File: src/rtl/accumulator_drain_pkg.sv
// Shared constants and FSM encoding for the accumulator bank read-side drain controller.
package accumulator_drain_pkg;

  localparam int ARRAY_COL      = 4;
  localparam int ACC_WIDTH_DFLT = 32;
  localparam int ACC_ADDR_WIDTH = 8;

  typedef enum logic [1:0] {
    DRN_IDLE  = 2'd0,
    DRN_DRAIN = 2'd1,
    DRN_FLUSH = 2'd2,
    DRN_DONE  = 2'd3
  } drn_state_e;

endpackage

File: src/rtl/accumulator_drain.sv
// Walks a contiguous accumulator_bank range, streams each row over valid/ready,
// and optionally zeroes every row in the same cycle it is read.
module accumulator_drain
  import accumulator_drain_pkg::*;
#(
  parameter int ADDR_WIDTH = ACC_ADDR_WIDTH,
  parameter int NUM_COL    = ARRAY_COL,
  parameter int ACC_WIDTH  = ACC_WIDTH_DFLT
) (
  input  logic                           clk,
  input  logic                           rst,
  input  logic                           start,
  input  logic [ADDR_WIDTH-1:0]          base_addr,
  input  logic [ADDR_WIDTH:0]            num_rows,
  input  logic                           clear_en,
  output logic [ADDR_WIDTH-1:0]          bank_addr,
  output logic                           bank_wr_en,
  output logic                           bank_acc_mode,
  output logic [NUM_COL*ACC_WIDTH-1:0]   bank_wdata,
  input  logic [NUM_COL*ACC_WIDTH-1:0]   bank_rdata,
  output logic                           m_valid,
  input  logic                           m_ready,
  output logic [NUM_COL*ACC_WIDTH-1:0]   m_data,
  output logic [ADDR_WIDTH-1:0]          m_row,
  output logic                           m_last,
  output logic                           busy,
  output logic                           done
);

  drn_state_e              state;
  drn_state_e              state_nxt;
  logic [ADDR_WIDTH:0]     rows_issued;
  logic [ADDR_WIDTH:0]     num_q;
  logic                    clear_q;
  logic [ADDR_WIDTH-1:0]   addr_q;
  logic                    load;
  logic                    last_row;
  logic                    handshake;
  logic                    accept;

  assign handshake = m_valid & m_ready;
  assign accept    = (state == DRN_IDLE) & start;
  assign last_row  = ((rows_issued + {{ADDR_WIDTH{1'b0}}, 1'b1}) == num_q);

  always_comb begin
    state_nxt = state;
    load      = 1'b0;
    case (state)
      DRN_IDLE: begin
        if (start) begin
          state_nxt = (num_rows == '0) ? DRN_DONE : DRN_DRAIN;
        end
      end
      DRN_DRAIN: begin
        load = ~m_valid | m_ready;
        if (load && last_row) begin
          state_nxt = DRN_FLUSH;
        end
      end
      DRN_FLUSH: begin
        if (handshake) begin
          state_nxt = DRN_DONE;
        end
      end
      DRN_DONE: begin
        state_nxt = DRN_IDLE;
      end
      default: begin
        state_nxt = DRN_IDLE;
      end
    endcase
  end

  // Clear writes share the read cycle; the bank captures zero on the same edge the row is registered.
  assign bank_addr     = addr_q;
  assign bank_wr_en    = load & clear_q;
  assign bank_acc_mode = 1'b0;
  assign bank_wdata    = '0;
  assign busy          = (state != DRN_IDLE);
  assign done          = (state == DRN_DONE);

  // Command capture and address walk
  always_ff @(posedge clk) begin
    if (rst) begin
      state       <= DRN_IDLE;
      rows_issued <= '0;
      num_q       <= '0;
      clear_q     <= 1'b0;
      addr_q      <= '0;
    end else begin
      state <= state_nxt;
      if (accept) begin
        rows_issued <= '0;
        num_q       <= num_rows;
        clear_q     <= clear_en;
        addr_q      <= base_addr;
      end else if (load) begin
        rows_issued <= rows_issued + {{ADDR_WIDTH{1'b0}}, 1'b1};
        if (!last_row) begin
          addr_q <= addr_q + {{(ADDR_WIDTH-1){1'b0}}, 1'b1};
        end
      end
    end
  end

  // Output register stage: holds while stalled, refills on the same edge a beat is taken
  always_ff @(posedge clk) begin
    if (rst) begin
      m_valid <= 1'b0;
      m_last  <= 1'b0;
      m_data  <= '0;
      m_row   <= '0;
    end else if (load) begin
      m_valid <= 1'b1;
      m_last  <= last_row;
      m_data  <= bank_rdata;
      m_row   <= addr_q;
    end else if (handshake) begin
      m_valid <= 1'b0;
      m_last  <= 1'b0;
    end
  end

endmodule
File: config.mk
export PLATFORM = sky130hd
export DESIGN_NAME = accumulator_drain
export DESIGN_NICKNAME = d
export VERILOG_FILES = /design/src/rtl/accumulator_drain_pkg.sv /design/src/rtl/accumulator_drain.sv
export SDC_FILE = /design/constraint.sdc
export NUM_CORES = 1
export LEC_CHECK = 0
export BUFFER_PORTS_ARGS = -buffer_cell sky130_fd_sc_hd__clkbuf_2
export CORE_AREA = 2 2 167 169
export DETAILED_ROUTE_END_ITERATION = 12
export DIE_AREA = 0 0 169 171
export PLACE_DENSITY = 0.54
export SLEW_MARGIN = 5
export SYNTH_ARGS = -nofsm -noshare
export SYNTH_HDL_FRONTEND = slang
export SYNTH_SLANG_ARGS = --single-unit
File: constraint.sdc
create_clock -name clk -period 2.85 [get_ports clk]
set_input_delay 0.57 -clock clk [delete_from_list [all_inputs] [get_ports clk]]
set_output_delay 0.57 -clock clk [all_outputs]
set_load 0.02 [all_outputs]
# --- Word level (Yosys, flattened, before mapping) ---
# Index checks and enable logic that the tools add are counted.
totals:
  elab_cells: 45
  reg_bits: 167
  out_inout_bits: 278
  in_bits: 150
classes:
  bitwise_logic: 5
  eq_ne: 8
  addsub: 2
  n_reduce_logical: 9
  muxes: 12
ops:
  columns: ["cell", "n"]
  rows:
  - ["2-to-1 mux 8 bit", 3]
  - ["adder 9 x 1 -> 9 bit (second input constant)", 1]
  - ["equality test 9 bit", 1]
  - ["zero test 9 bit", 1]
  - ["adder 8 x 1 -> 8 bit (second input constant)", 1]
  - ["2-to-1 mux 2 bit", 4]
  - ["one-hot mux 2 bit (4 select lines)", 1]
  - ["inequality test 2 bit (second input constant)", 3]
  - ["nonzero test 2 bit", 3]
  - ["equality test 2 bit (second input constant)", 2]
  - ["2-to-1 mux 1 bit", 4]
  - ["bitwise AND 1 bit", 3]
  - ["AND reduction 3 bit", 1]
  - ["equality test 2 x 1 -> 1 bit (second input constant)", 1]
  - ["zero test 2 bit", 1]
  - ["inequality test 2 x 1 -> 1 bit (second input constant)", 1]
  - ["AND reduction 2 bit", 1]
  - ["OR reduction 2 bit", 1]
  - ["logical AND 1 bit", 1]
  - ["NOT 1 bit", 1]
  - ["OR 1 bit", 1]

# --- Depth between registers and ports, before layout ---
# Gate-level depths: netlist of the first run.
depth:
  ltp_word: 5
  mapped_depth: 9
  depth_no_buf: 8

# --- Worst setup path after synthesis of the first run ---
# OpenSTA, ideal clock, no wires.
synth_timing:
  path_type: "register to register"
  from: "register rows_issued[0]"
  to: "register state[1]"
  t_required_ps: 2716
  stages_incl_launch_ff: 9
  setup_time_ps: 134
  setup_slack_ps: 721
  synth_period_minus_slack_ps: 2129
  arrival_ps: 1995
  n_path_buf: 1
  path_cell_list: "dfxtp_1 > ha_1 > buf_2 > o21ba_1 > a221oi_2 > o2111ai_2 > or4_1 > a21oi_1 > a211oi_1"
synth_via:
  elab_chain_cells: 5
synth_rtl:
  columns: ["item", "line", "source"]
  rows:
  - ["start, declared", "accumulator_drain.sv:32", "logic [ADDR_WIDTH:0] rows_issued;"]
  - ["start signal, assigned", "accumulator_drain.sv:98", "rows_issued <= rows_issued + {{ADDR_WIDTH{1'b0}}, 1'b1};"]
  - ["adder 9 x 1 -> 9 bit", "accumulator_drain.sv:43", "assign last_row = ((rows_issued + {{ADDR_WIDTH{1'b0}}, 1'b1}) == num_q);"]
  - ["equality test 9 bit", "accumulator_drain.sv:43", null]
  - ["logical AND 1 bit", "accumulator_drain.sv:56", "if (load && last_row) begin"]
  - ["inequality test 2 bit (no line)", null, null]
  - ["AND reduction 3 bit (no line)", null, null]
  - ["end signal, assigned", "accumulator_drain.sv:91", "state <= state_nxt;"]
  - ["end, declared", "accumulator_drain.sv:30", "drn_state_e state;"]
# No other way between the ends.
# A chain may end at the register's enable or synchronous reset.

# --- Worst setup path after layout of the first run ---
layout_timing:
  from: "register rows_issued[0]"
  to: "register addr_q[6], in the netlist bank_addr[6]"
layout_via:
  elab_chain_cells: 4
layout_rtl:
  columns: ["item", "line", "source"]
  rows:
  - ["adder 9 x 1 -> 9 bit", "accumulator_drain.sv:43", null]
  - ["equality test 9 bit", "accumulator_drain.sv:43", null]
  - ["inequality test 2 x 1 -> 1 bit (no line)", null, null]
  - ["AND reduction 2 bit (no line)", null, null]
  - ["end signal, assigned", "accumulator_drain.sv:96", "addr_q <= base_addr;"]
  - ["end signal, assigned", "accumulator_drain.sv:100", "addr_q <= addr_q + {{(ADDR_WIDTH-1){1'b0}}, 1'b1};"]
  - ["end, declared", "accumulator_drain.sv:35", "logic [ADDR_WIDTH-1:0] addr_q;"]
# No other way between the ends.

==> results by stage, run 1 <==
Power and ir drop:
- Of the total power, combinational logic draws 0.352.
- The static leakage is 0.00420 uW.
- The total power of the final layout is 8730 uW.
- The internal power of the cells totals between 5000 and 6000 uW.
- Power spread over the standard cell area amounts to between 900 and 1000 mW/mm^2.
- The power share of the sequential group is 0.364.
- The fraction of power spent switching nets is 0.401.
- The worst voltage drop across the vdd grid is about 0.00031 V.
- Of the total power, the clock network draws 0.284.
- The switching power of the nets is about 3500 uW.

Setup path:
- For the worst setup path, the data required time is 3.21 ns.
- The worst register-to-register path begins at rows_issued[0]$_SDFFE_PP0P_.
- The worst register-to-register path has a setup slack of 0.49 ns.
- The end of the worst register-to-register path is bank_addr[6]$_SDFFE_PP0P_.
- Tracing the worst setup path back leads to its startpoint at rows_issued[0]$_SDFFE_PP0P_.
- The endpoint arrival time on the critical path is 2.71 ns.
- On the worst path, the slowest cell contributes a delay of between 0.4 and 0.5 ns.
- The most critical setup path has its endpoint at bank_addr[6]$_SDFFE_PP0P_.
- The kind of capture point of the worst setup path is a flop.
- The worst setup path is launched from a flop.
- The highest fanout seen on the critical path is 15.
- The worst register-to-register path has a depth of 8.
- The signal on the critical path passes through ha_1 > xnor2_1 > a221oi_2 > o2111ai_2 > nor4_4 > buf_4 > or4_1 > a31oi_1.
- The critical path's slowest cell is or4_1.
- The worst setup path is of the reg -> reg kind.

Logic synthesis:
- Ranked by total cell area, the synthesized netlist is headed by dfxtp_1 (46%), nand2_1 (16%), buf_4 (13%).
- Of all cell types, the one taking the most synthesized area is dfxtp_1.
- The sequential share of the synthesized area is 0.456.
- Of the total synthesized cell area, the portion taken by XOR and XNOR cells is 0.0251.
- For this run, the number of Yosys warnings is 0.
- Yosys mapped a number of flops with a built-in enable equal to 0.
- The most frequently used flop master after synthesis is dfxtp_1.
- Of the total synthesized cell area, the portion taken by AND, OR, NAND and NOR gates is 0.201.
- In this run the mean area of a mapped cell was 7.89 um^2.
- Of the total synthesized cell area, the portion taken by full adders, half adders and majority gates is 0.0119.
- Among all cell types in the netlist, the one instantiated most often is nand2_1.
- The synthesized-area fraction occupied by ao, oa, aoi and oai cells is 0.136.
- After synthesis, the most frequently instantiated cells are nand2_1 (305), dfxtp_1 (167), a21oi_1 (152).
- The top-area cell type share of the netlist area is 0.456.
- In this run, synthesis produced a sequential element count of 167.
- The number of distinct library cells after synthesis is 45.
- After synthesis, the largest family of logic cells by area is simple AND/OR/NAND/NOR gates.
- The share of flip-flops with an asynchronous set or reset is 0.
- The number of instances in the synthesized netlist is between 900 and 1,000.
- The portion of synthesized area spent on multiplexers is 0.
- The mapped netlist covers around 0.0073 mm^2.

GRT:
- Entering global routing, the biggest net connects approximately 150 pins.
- The remaining global-route overflow is 0.
- The number of global-route vias before repair came to 5,747.
- The global-route wire length before repair is 30,900 um.
- The number of antenna violations at the first check in global routing was 0.
- In the global route stage, overall resource usage came out at 0.136.

Die:
- The die covers 0.0289 mm^2.
- The initial core utilization is 0.268.
- The count of pins on the block boundary is about 430.
- From left edge to right edge, the die measures 169 um.
- The die is 171 um tall.
- The core region is around 0.027 mm^2.
- The number of rows created at floorplan is about 60.

Finish:
- The final cell count without fillers is 1,557.
- After the last flow step, the layout net total stands at 1,355.
- The fraction of final layout cells with drive strength greater than 1 is 0.288.
- The number of diodes added for antenna fixing is 0.
- The synthesis-to-layout area growth is 26.2%.
- The area used by multi-input combinational logic is 0.00323 mm^2.
- The fill cell instance count of the final layout is 2,986.
- Across the whole layout, storage elements account for 0.00334 mm^2.

Clocking:
- The clock tree from TritonCTS is yes.
- The clock-pin transition on the worst setup and hold timing paths is ~0.070 ns.
- The post-CTS repair timing setup buffer count is 0.
- The root buffer cell chosen for the clock tree is clkbuf_16.
- The number of CTS-inserted buffers is 17.
- At the later pin of the worst-skew pair, clock insertion delay measures 0.43 ns.
- Hold repair after CTS inserted 0 buffers.
- No sink is reached through more buffers than the 2 on the longest clock path.
- The number of gates resized after CTS was 0.
- Counting every sink on the clock net gives 167.
- The clock tree synthesis step divided the H-tree into 4 levels.

Timing:
- Across the routed clock network, the largest skew measured is around 0.012 ns.
- Setup violations remaining at the end of the flow were counted as 0.
- The final clock period utilization by the worst path is 0.826.
- Setup repair after global routing left no endpoint under its margin.
- At the pin with the least slew margin, the transition time is 0.866 ns.
- Across all setup checks in the final design, the least slack found is 0.495 ns.
- The shortest period the worst path allows is around 2.4 ns.
- For the final routed database, the setup TNS stands at 0 ns.
- The number of hold violations in the final report is 0.
- The maximum clock frequency is 425 MHz.
- The max-slew violation total from the final report came to 0.
- The worst pin sits at a relative slew slack of 0.422.

Routing:
- The average detailed-routed wire length per instance is 13.3 um.
- The remaining antenna violation count is 0.
- The initial detailed-routing violation count is 289.
- Summed over all layers, the routed wires come to just over 20,000 um.
- The number of remaining DRC errors is 0.
- The via density per instance is 4.17.
- The number of detailed-route iterations in the first pass is 4.
- The total number of vias is 6,489.

Hold path:
- The startpoint identified for the worst hold timing path is bank_rdata[32].
- The hold path depth is 3.
- The path class of the lowest-slack min-delay path is in -> reg.

Placed design:
- The estimated wirelength of the detail-placed design is 14,600 um.
- The count of buffers from port buffering is slightly below 300.
- The weighted congestion at the end of routability-driven global placement is slightly below 0.8.
- The pre-CTS setup slack is 0.531 ns.
- After detailed placement, the design holds a cell count of 1,525.

Outcome:
- The flow ran to the end, and the final reports show no timing, DRC or antenna violations.

Job:
- Across the run, the number of max-cap violations was 0.
## cells by family after synthesis
kind of cell,after synthesis
AOI/OAI and AO/OA,186
other,1
and+or+nand+nor,357
buffers and inverters,191
xor gates and xnor gates,21
DFF,167
adders and majority gates,7
## final cells by class
type	instances	area share
clock inverters	13	0.0182
flip-flops and latches	167	0.361
inverters	6	0.00243
clock buffers	19	0.0489
repair buffers	306	0.173
well taps	346	0.0468
multi-input cells	700	0.349
## how the worst min path moves through the flow
stage                               endpoint  slack (ns)
global route         m_data[68]$_SDFFE_PP0P_        0.33
detailed placement   m_data[32]$_SDFFE_PP0P_        0.45
CTS                   m_data[1]$_SDFFE_PP0P_        0.32
finish               m_data[32]$_SDFFE_PP0P_        0.35
floorplan               clear_q$_SDFFE_PP0P_        0.43
global placement    m_data[109]$_SDFFE_PP0P_        0.44
## metal layers
| layer | vias up | track usage | wire (um) |
|---|---|---|---|
| li1 | 3292 | - | - |
| met1 | 2919 | 0.164 | 8840 |
| met2 | 264 | 0.222 | 9820 |
| met3 | 14 | 0.0548 | 1860 |
| met4 | 0 | 0.0427 | 238 |
| met5 | - | 0 | 0 |
## worst max-delay path, delay by kind of cell, from the launching register on
| family | cells | cell delay (ns) |
|---|---|---|
| flops | 1 | 0.43 |
| simple gates | 2 | 0.52 |
| compound gates | 3 | 0.57 |
| fa+ha+maj | 1 | 0.38 |
| xor+xnor | 1 | 0.18 |
| buf+inv | 1 | 0.20 |
## power by group through the flow
stage	registers, uW	logic, uW	clock network [uW]
2_1_floorplan	3770	1620	0
3_3_place_gp	3210	3110	0
3_5_place_dp	3230	3120	0
4_1_cts	3180	3130	2560
5_1_grt	3250	3380	2660
6_report	3180	3070	2480
## flip-flops by register name (all words and copies together) (netlist names)
| register | cells |
|---|---|
| bank_addr | 8 |
| m_row | 8 |
| m_data | 128 |
| rows_issued | 9 |
| state | 2 |
| num_q | 9 |
| m_valid | 1 |
| clear_q | 1 |
| m_last | 1 |
## stage by stage
| stage | utilization | area [um^2] | hold slack [ns] |
|---|---|---|---|
| finish | 0.339 | 9260 | 0.351 |
| floorplan | - | 7820 | 0.432 |
| CTS | 0.339 | 9260 | 0.324 |
| global route | 0.339 | 9260 | 0.335 |
| detailed placement | 0.316 | 8640 | 0.445 |
| global placement | 0.316 | 8640 | 0.440 |
## cells in the final DEF (no fill, tap or decap), drive strengths merged, types with 3 or more instances in the layout
| cell type | count |
|---|---|
| clkbuf | 316 |
| inv | 10 |
| xnor2 | 13 |
| nor2 | 16 |
| bufinv | 3 |
| a31oi | 7 |
| ha | 7 |
| o31ai | 3 |
| o21ai | 15 |
| clkinvlp | 4 |
| or4 | 4 |
| nand3 | 6 |
| buf | 9 |
| nand4 | 5 |
| nor3 | 4 |
| xor2 | 8 |
| dfxtp | 167 |
| nand2 | 306 |
| or3 | 4 |
| conb | 129 |
| a21oi | 152 |
(Power assumes the default switching activity.)
==> run 2, diff against run 1 <==
--- a/config.mk
+++ b/config.mk
@@ -6,10 +6,10 @@
 export NUM_CORES = 1
 export LEC_CHECK = 0
 export BUFFER_PORTS_ARGS = -buffer_cell sky130_fd_sc_hd__clkbuf_2
-export CORE_AREA = 2 2 167 169
+export CORE_AREA = 2 2 165 167
 export DETAILED_ROUTE_END_ITERATION = 12
-export DIE_AREA = 0 0 169 171
-export PLACE_DENSITY = 0.54
+export DIE_AREA = 0 0 167 169
+export PLACE_DENSITY = 0.57
 export SLEW_MARGIN = 5
 export SYNTH_ARGS = -nofsm -noshare
 export SYNTH_HDL_FRONTEND = slang
==> constraint.sdc (replaced) <==
create_clock -name clk -period 2.05 [get_ports clk]
set_input_delay 0.41 -clock clk [delete_from_list [all_inputs] [get_ports clk]]
set_output_delay 0.41 -clock clk [all_outputs]
set_load 0.02 [all_outputs]
==> run 2 against run 1 <==
  * Power up 39%
  * Die area shrank 2.3%
  * Sequential share of layout area is 0.74 points lower
  * Clock skew down 0.0017 ns
==> results by stage, run 2 (synthesis results as in run 1) <==
Die:
- The core region is approximately 0.027 mm^2.
- The die is 167 um wide.
- The initial core utilization is 0.277.
- The die covers 0.0282 mm^2.
- In this run the count of I/O pins placed on the die edge is 428.
- The die height is 169 um.
- The number of rows created at floorplan is 60.

Timing:
- The worst path needs 2.05 ns of the cycle, external delays included.
- The worst-margin pin slew is approximately 0.81 ns.
- The total negative slack for setup checks is 0 ns.
- The final-report setup violation count is 0.
- Headroom to the max-slew limit came out at 0.460.
- Setup repair after global routing could not meet its margin everywhere.
- On the final layout, the worst hold slack is 0.192 ns.
- The number of hold violations in the final report was 0.
- The worst setup skew after layout is approximately 0.010 ns.
- The maximum clock frequency is 489 MHz.
- The max-slew violation total from the final report is 0.
- The final clock period utilization by the worst path is 0.998.

Power and ir drop:
- The internal power of the cells totals 7170 uW.
- The part of the total power dissipated in combinational logic is 0.368.
- The design draws roughly 12,000 uW.
- The analysis attributes to cell leakage a power of about 0.0043 uW.
- The power share of the sequential group is 0.361.
- The clock power share is 0.271.
- Summed over all nets, the switching power comes to 4980 uW.
- The worst voltage drop across the vdd grid is 0.000765 V.
- In this run the power density over the cells is about 1300 mW/mm^2.
- The fraction of power spent switching nets is 0.410.

Routing:
- The detailed router used layers up to and including met4.
- The initial detailed-routing violation count is 325.
- The number of remaining DRC errors is 0.
- The detailed router placed ~6,600 vias in this run.
- The total wirelength of the detailed-routed design is 19,800 um.
- The average detailed-routed wire length per instance is 12.6 um.
- In this run the remaining antenna-violating nets after routing total 0.
- Detailed routing placed a total of 9410 um of wire on met2.
- Using the TritonRoute via totals, the vias-per-cell ratio works out to 4.20.
- The pre-antenna-repair detailed-routing pass consisted of 4 iterations.
- The met3 layer wire length in the routed design is 1530 um.
- In the final routing, the length of wire on met1 measures around 8600 um.

Setup path:
- STA classifies the critical path startpoint as a flop.
- Traced cell by cell, the critical path runs through ha_4 > xnor2_1 > nand4_2 > buf_4 > or4_4 > a21oi_2 > a211oi_1.
- The delay of the slowest cell on the worst path is 0.54 ns.
- The critical path is of the reg -> reg type.
- The endpoint arrival time on the critical path is 2.33 ns.
- In this run the worst path has a maximum fanout of 3.
- The data required time at the worst endpoint is 2.33 ns.
- On the critical path, the stage with the largest delay is an instance of or4_4.
- The worst setup path is captured at a flop.

Finish:
- The area used by multi-input combinational logic is ~0.0033 mm^2.
- The sequential cell area in the final layout is 0.00335 mm^2.
- The number of diodes added for antenna fixing is 0.
- The commonest non-fill, non-tap cell in the layout is nand2_1.
- The synthesis-to-layout area growth is 29.3%.
- After routing the design area is about 0.0095 mm^2.
- The flip-flop count of the largest register after layout is 128.
- In the final layout, the registers with the most flip-flops are m_data (128), num_q (9), rows_issued (9).
- The largest register by flop count is m_data.
- Fill cells in the final layout number 2,853.
- The total number of nets in the final design is 1,378.
- The top cell types in the final layout, fill and taps aside, are nand2_1 (304), clkbuf_2 (297), dfxtp_1 (162).
- In the final layout, the share of cells above drive strength 1 is 0.311.

Placed design:
- Detailed placement finished with a half-perimeter wire length of 14,100 um.
- The weighted congestion at the end of routability-driven global placement is roughly 0.8.
- The placement-stage cell area is 0.00882 mm^2.
- Port buffering added a little under 300 buffers.

Clocking:
- The worst-skew pair later-pin latency is between 0.4 and 0.5 ns.
- The number of H-tree levels is 4.
- The clock tree from TritonCTS is yes.
- The cell sitting at the root of the clock tree is a clkbuf_16.
- The clock-pin transition on the worst setup and hold timing paths is 0.07 ns.
- CTS saw 167 sinks.
- In this run the deepest clock path goes through 2 buffers.
- TritonCTS created 17 clock buffers.

Outcome:
- The flow ran to the end, and the final reports show no timing, DRC or antenna violations.

GRT:
- The number of global-route vias before repair is between 6,000 and 7,000.
- Entering global routing, the biggest net connects 149 pins.
- The global routing usage summed across all routing layers is 0.134.
- The total overflow left after global routing is 0.
- The global-route wire length before repair is 31,000 um.
- The number of antenna violations at the first check in global routing is 0.

Hold path:
- The path class of the lowest-slack min-delay path is in -> reg.

Job:
- The max-cap violation count is 0.
[run 2: timing repair]
action / CTS / global route
endpoints found under the hold margin: 0 / 0
setup endpoints to repair: 7 / 12
pin swaps: 2 / 3
hold buffers: 0 / 0
gates resized for setup: 2 / 11
buffers inserted: 1 / 0
[run 2: routing by layer]
layer | global-route usage | vias to the layer above
li1 | - | 3348
met1 | 0.168 | 2983
met2 | 0.222 | 272
met3 | 0.0397 | 17
met4 | 0.0397 | 0
met5 | 0 | -
[run 2: power groups by stage]
stage / registers [uW] / clock network [uW] / logic (uW)
finish: 4390 / 3290 / 4470
global route: 4480 / 3540 / 4950
CTS: 4390 / 3430 / 4500
detailed placement: 4460 / 0 / 4480
floorplan: 5250 / 0 / 2270
global placement: 4430 / 0 / 4470
[run 2: final timing paths]
| path | from | to | slack (ns) | depth (start not counted) |
|---|---|---|---|---|
| min | rst | clear_q$_SDFFE_PP0P_ | 0.19 | 2 |
| max | rows_issued[0]$_SDFFE_PP0P_ | state[1]$_SDFFE_PP0P_ | 0.004 | 7 |
| min reg2reg | clear_q$_SDFFE_PP0P_ | clear_q$_SDFFE_PP0P_ | 0.45 | 2 |
| max reg2reg | rows_issued[0]$_SDFFE_PP0P_ | state[1]$_SDFFE_PP0P_ | 0.004 | 7 |
[run 2: cell type report]
type                            count  area share
Tap cell                          341      0.0450
Clock buffer                       17      0.0449
Clock inverter                     15      0.0189
Multi-Input combinational cell    700       0.347
Inverter                            6     0.00237
Sequential cell                   167       0.354
Timing Repair Buffer              329       0.188
[run 2: metrics by stage]
step                cells  setup WS (ns)   util
CTS                  1575        -0.0243  0.356
floorplan            1058        -0.0176      -
global placement     1542        -0.0566  0.333
finish               1575        0.00399  0.358
global route         1575        -0.0964  0.358
detailed placement   1542        -0.0883  0.333
[run 2: critical path: cells and delay by family, from the launching register on]
family | cells | cell delay [ns]
AND/OR/NAND/NOR | 2 | 0.71
buffers and inverters | 1 | 0.19
adder cells (fa/ha/maj) | 1 | 0.24
XOR/XNOR | 1 | 0.24
flip-flops | 1 | 0.35
AO/OA/AOI/OAI | 2 | 0.18
==> run 3, diff against run 2 <==
==> constraint.sdc (replaced) <==
create_clock -name clk -period 2.05 [get_ports clk]
set_input_delay 0.41 -clock clk [delete_from_list [all_inputs] [get_ports clk]]
set_output_delay 0.41 -clock clk [all_outputs]
set_load 0.005 [all_outputs]
==> run 3 against run 2 <==
  * Setup slack better by 0.0036 ns
  * Worst hold slack better by 0.0025 ns
  * Count of clock-buffer cells in the layout is 1 higher
  * First-iteration DRC count grew 3.1%
  * Design area up 1.5%
  * Via count grew 1.0%
  * Sequential share of layout area decreased by 0.52 points
  * Die area did not move
  * Critical path depth rose by 1
  * Sequential cell count stayed put
  * Non-clock buffer count grew 4
  * Combinational power is 17% lower
==> results by stage, run 3 (synthesis results as in run 1) <==
Timing:
- The final clock period utilization by the worst path is 0.996.
- The final-report setup violation count is 0.
- The routed design could run at a clock period as short as 2.04 ns.
- The number of hold violations in the final report is 0.
- Setup slack on the critical path of the routed design comes to 0.00759 ns.
- The worst slew margin relative to its limit is 0.628.
- Timing would allow up to 490 MHz.
- On the final layout, the worst clock skew is 0.0163 ns.
- For the pin with the worst max-slew slack, the measured transition is between 0.5 and 0.6 ns.
- The max-slew violation total from the final report was 0.
- Hold timing on the final database bottoms out at a slack of 0.195 ns.
- Setup repair after global routing could not meet its margin everywhere.

Clocking:
- The count of clock tree sinks is 167.
- The buffer type at the clock tree root is clkbuf_16.
- The worst-skew pair later-pin latency is 0.43 ns.
- After clock tree synthesis, the clock-pin slew on the worst setup and hold paths is 0.08 ns.
- For this design, the CTS-stage hold fixing added 0 buffers.
- The number of buffers on the longest clock path is 2.
- Counting the buffers created by CTS gives 17.
- TritonCTS built the clock tree.
- The number of H-tree levels is 4.

Hold path:
- The worst hold path passes through 3 cells.
- The source of the worst hold timing path is bank_rdata[33].
- The path class of the lowest-slack min-delay path is in -> reg.
- The end point of the worst hold path is m_data[33]$_SDFFE_PP0P_.

Finish:
- The sequential cell area in the final layout is 0.00336 mm^2.
- Counting flops per register, the top entry is m_data.
- The fraction of final layout cells with drive strength greater than 1 is 0.324.
- The area used by multi-input combinational logic is between 0.003 and 0.004 mm^2.
- The total number of nets in the final design is 1,382.
- The fill cell instance count of the final layout is 2,872.
- The largest registers in the layout are m_data (128), num_q (9), rows_issued (9).
- The repair_antennas step left the layout with diodes totalling 0.
- The flip-flop count of the largest register after layout is 128.
- The synthesis-to-layout area growth is 31.3%.
- In the layout the commonest cells are nand2_1 (304), clkbuf_2 (297), dfxtp_1 (161).
- The commonest non-fill, non-tap cell in the layout is nand2_1.
- The final instance area is 0.00963 mm^2.

Outcome:
- The flow ran to the end, and the final reports show no timing, DRC or antenna violations.

Die:
- During I/O placement, the number of pins put on the boundary was 428.
- The horizontal die dimension is 167 um.
- The initial core utilization is 0.277.
- The core region is 0.0265 mm^2.
- The die is 169 um tall.
- In this run the core area contains 60 standard-cell rows.
- The area of the die is between 0.02 and 0.03 mm^2.

Placed design:
- The placement-stage cell area is 0.00886 mm^2.
- The estimated wirelength of the detail-placed design is approximately 15,000 um.
- The pre-CTS setup slack is -0.0964 ns.
- The weighted congestion at the end of routability-driven global placement is 0.815.
- Port buffering added between 200 and 300 buffers.

Setup path:
- The end of the worst register-to-register path is state[1]$_SDFFE_PP0P_.
- Data on the critical path is required at its endpoint by about 2.4 ns.
- Data arrives at the worst endpoint at 2.35 ns.
- The logic depth of the worst register-to-register path is 8.
- In this run the critical register-to-register path is launched from rows_issued[2]$_SDFFE_PP0P_.
- The setup check on the worst reg-to-reg path leaves a slack of 0.008 ns.
- The launching element type of the critical path is a flop.
- The highest fanout seen on the critical path is 5.
- The worst setup path is captured at a flop.
- The critical path class is reg -> reg.

GRT:
- For this run the aggregate overflow at the end of global routing stands at 0.
- The number of global-route vias before repair is 6,179.
- Across every metal layer, demand over resource in global routing totals 0.138.
- Entering global routing, the biggest net connects 95 pins.
- The global-route wire length before repair is 31,500 um.
- The number of antenna violations at the first check in global routing was 0.

Power and ir drop:
- In this run the static leakage power is 0.00437 uW.
- VDD sags by at most 0.000657 V.
- Summing internal, switching and leakage power gives 11,400 uW.
- Dividing total power by cell area gives a power density of 1180 mW/mm^2.

Routing:
- The final layout contains routed wiring with a total length of 20,600 um.
- After the first detailed-routing iteration, the DRC count stood at 335.
- The average detailed-routed wire length per instance is 13.1 um.
- The via density per instance is 4.23.
- The number of detailed-route iterations in the first pass is 4.
- After detailed routing, the number of remaining DRC violations is 0.
- Detailed routing inserted a total of 6,686 vias.
- In this run the remaining antenna-violating nets after routing total 0.

Job:
- Across the run, the number of max-cap violations was 0.
## run 3: stage by stage
stage                     utilization  instances  TNS (ns)
final                           0.363       1579         0
after global routing            0.363       1579    -0.672
after CTS                       0.357       1577   -0.0106
after detailed placement        0.334       1544    -0.468
after global placement          0.334       1544   -0.0358
after floorplan                     -       1058   -0.0364
## run 3: cell type report
class / count / share of cell area
multi-input cells: 700 / 0.353
clock inverters: 14 / 0.0156
repair buffers: 333 / 0.191
clock buffers: 18 / 0.0446
inverters: 6 / 0.00234
flip-flops and latches: 167 / 0.348
well taps: 341 / 0.0443
## run 3: repair_timing
| item | CTS | global route |
|---|---|---|
| gates cloned | 0 | 1 |
| buffers inserted | 1 | 1 |
| pin swaps | 3 | 15 |
| endpoints found under the hold margin | 0 | 0 |
| setup endpoints to repair | 9 | 11 |
| gates resized for setup | 7 | 30 |
## run 3: power breakdown
group | internal (uW) | switching (uW) | total [uW]
combinational | 1520 | 2190 | 3710
clock | 1740 | 1530 | 3270
sequential | 3970 | 441 | 4410
total | 7230 | 4160 | 11400
## run 3: worst max-delay path by stage
stage	cells past startpoint	startpoint	slack (ns)	to
5_1_grt	9	rows_issued[0]$_SDFFE_PP0P_	-0.1	bank_addr[7]$_SDFFE_PP0P_
3_3_place_gp	7	rows_issued[1]$_SDFFE_PP0P_	-0.01	bank_addr[1]$_SDFFE_PP0P_
3_5_place_dp	7	rows_issued[1]$_SDFFE_PP0P_	-0.1	bank_addr[1]$_SDFFE_PP0P_
6_report	8	rows_issued[2]$_SDFFE_PP0P_	0.008	state[1]$_SDFFE_PP0P_
2_1_floorplan	8	rows_issued[0]$_SDFFE_PP0P_	-0.02	state[1]$_SDFFE_PP0P_
4_1_cts	8	rows_issued[1]$_SDFFE_PP0P_	-0.01	bank_addr[5]$_SDFFE_PP0P_
## run 3: per-layer routing
| metal | global-route usage | vias to the layer above | share of wire |
|---|---|---|---|
| met4 | 0.0465 | 0 | 0.015 |
| met1 | 0.163 | 3060 | 0.42 |
| met2 | 0.235 | 259 | 0.48 |
| li1 | - | 3349 | - |
| met3 | 0.0472 | 18 | 0.083 |
| met5 | 0 | - | 0 |
## run 3: worst max-delay path: stages, from the launching register on
cell and delay, ns:
dfxtp_2 0.39, nand3_1 0.14, buf_4 0.17, o21ai_2 0.17, nand4_4 0.14, buf_4 0.18, or4_4 0.53, a21oi_2 0.16
a211oi_2 0.06
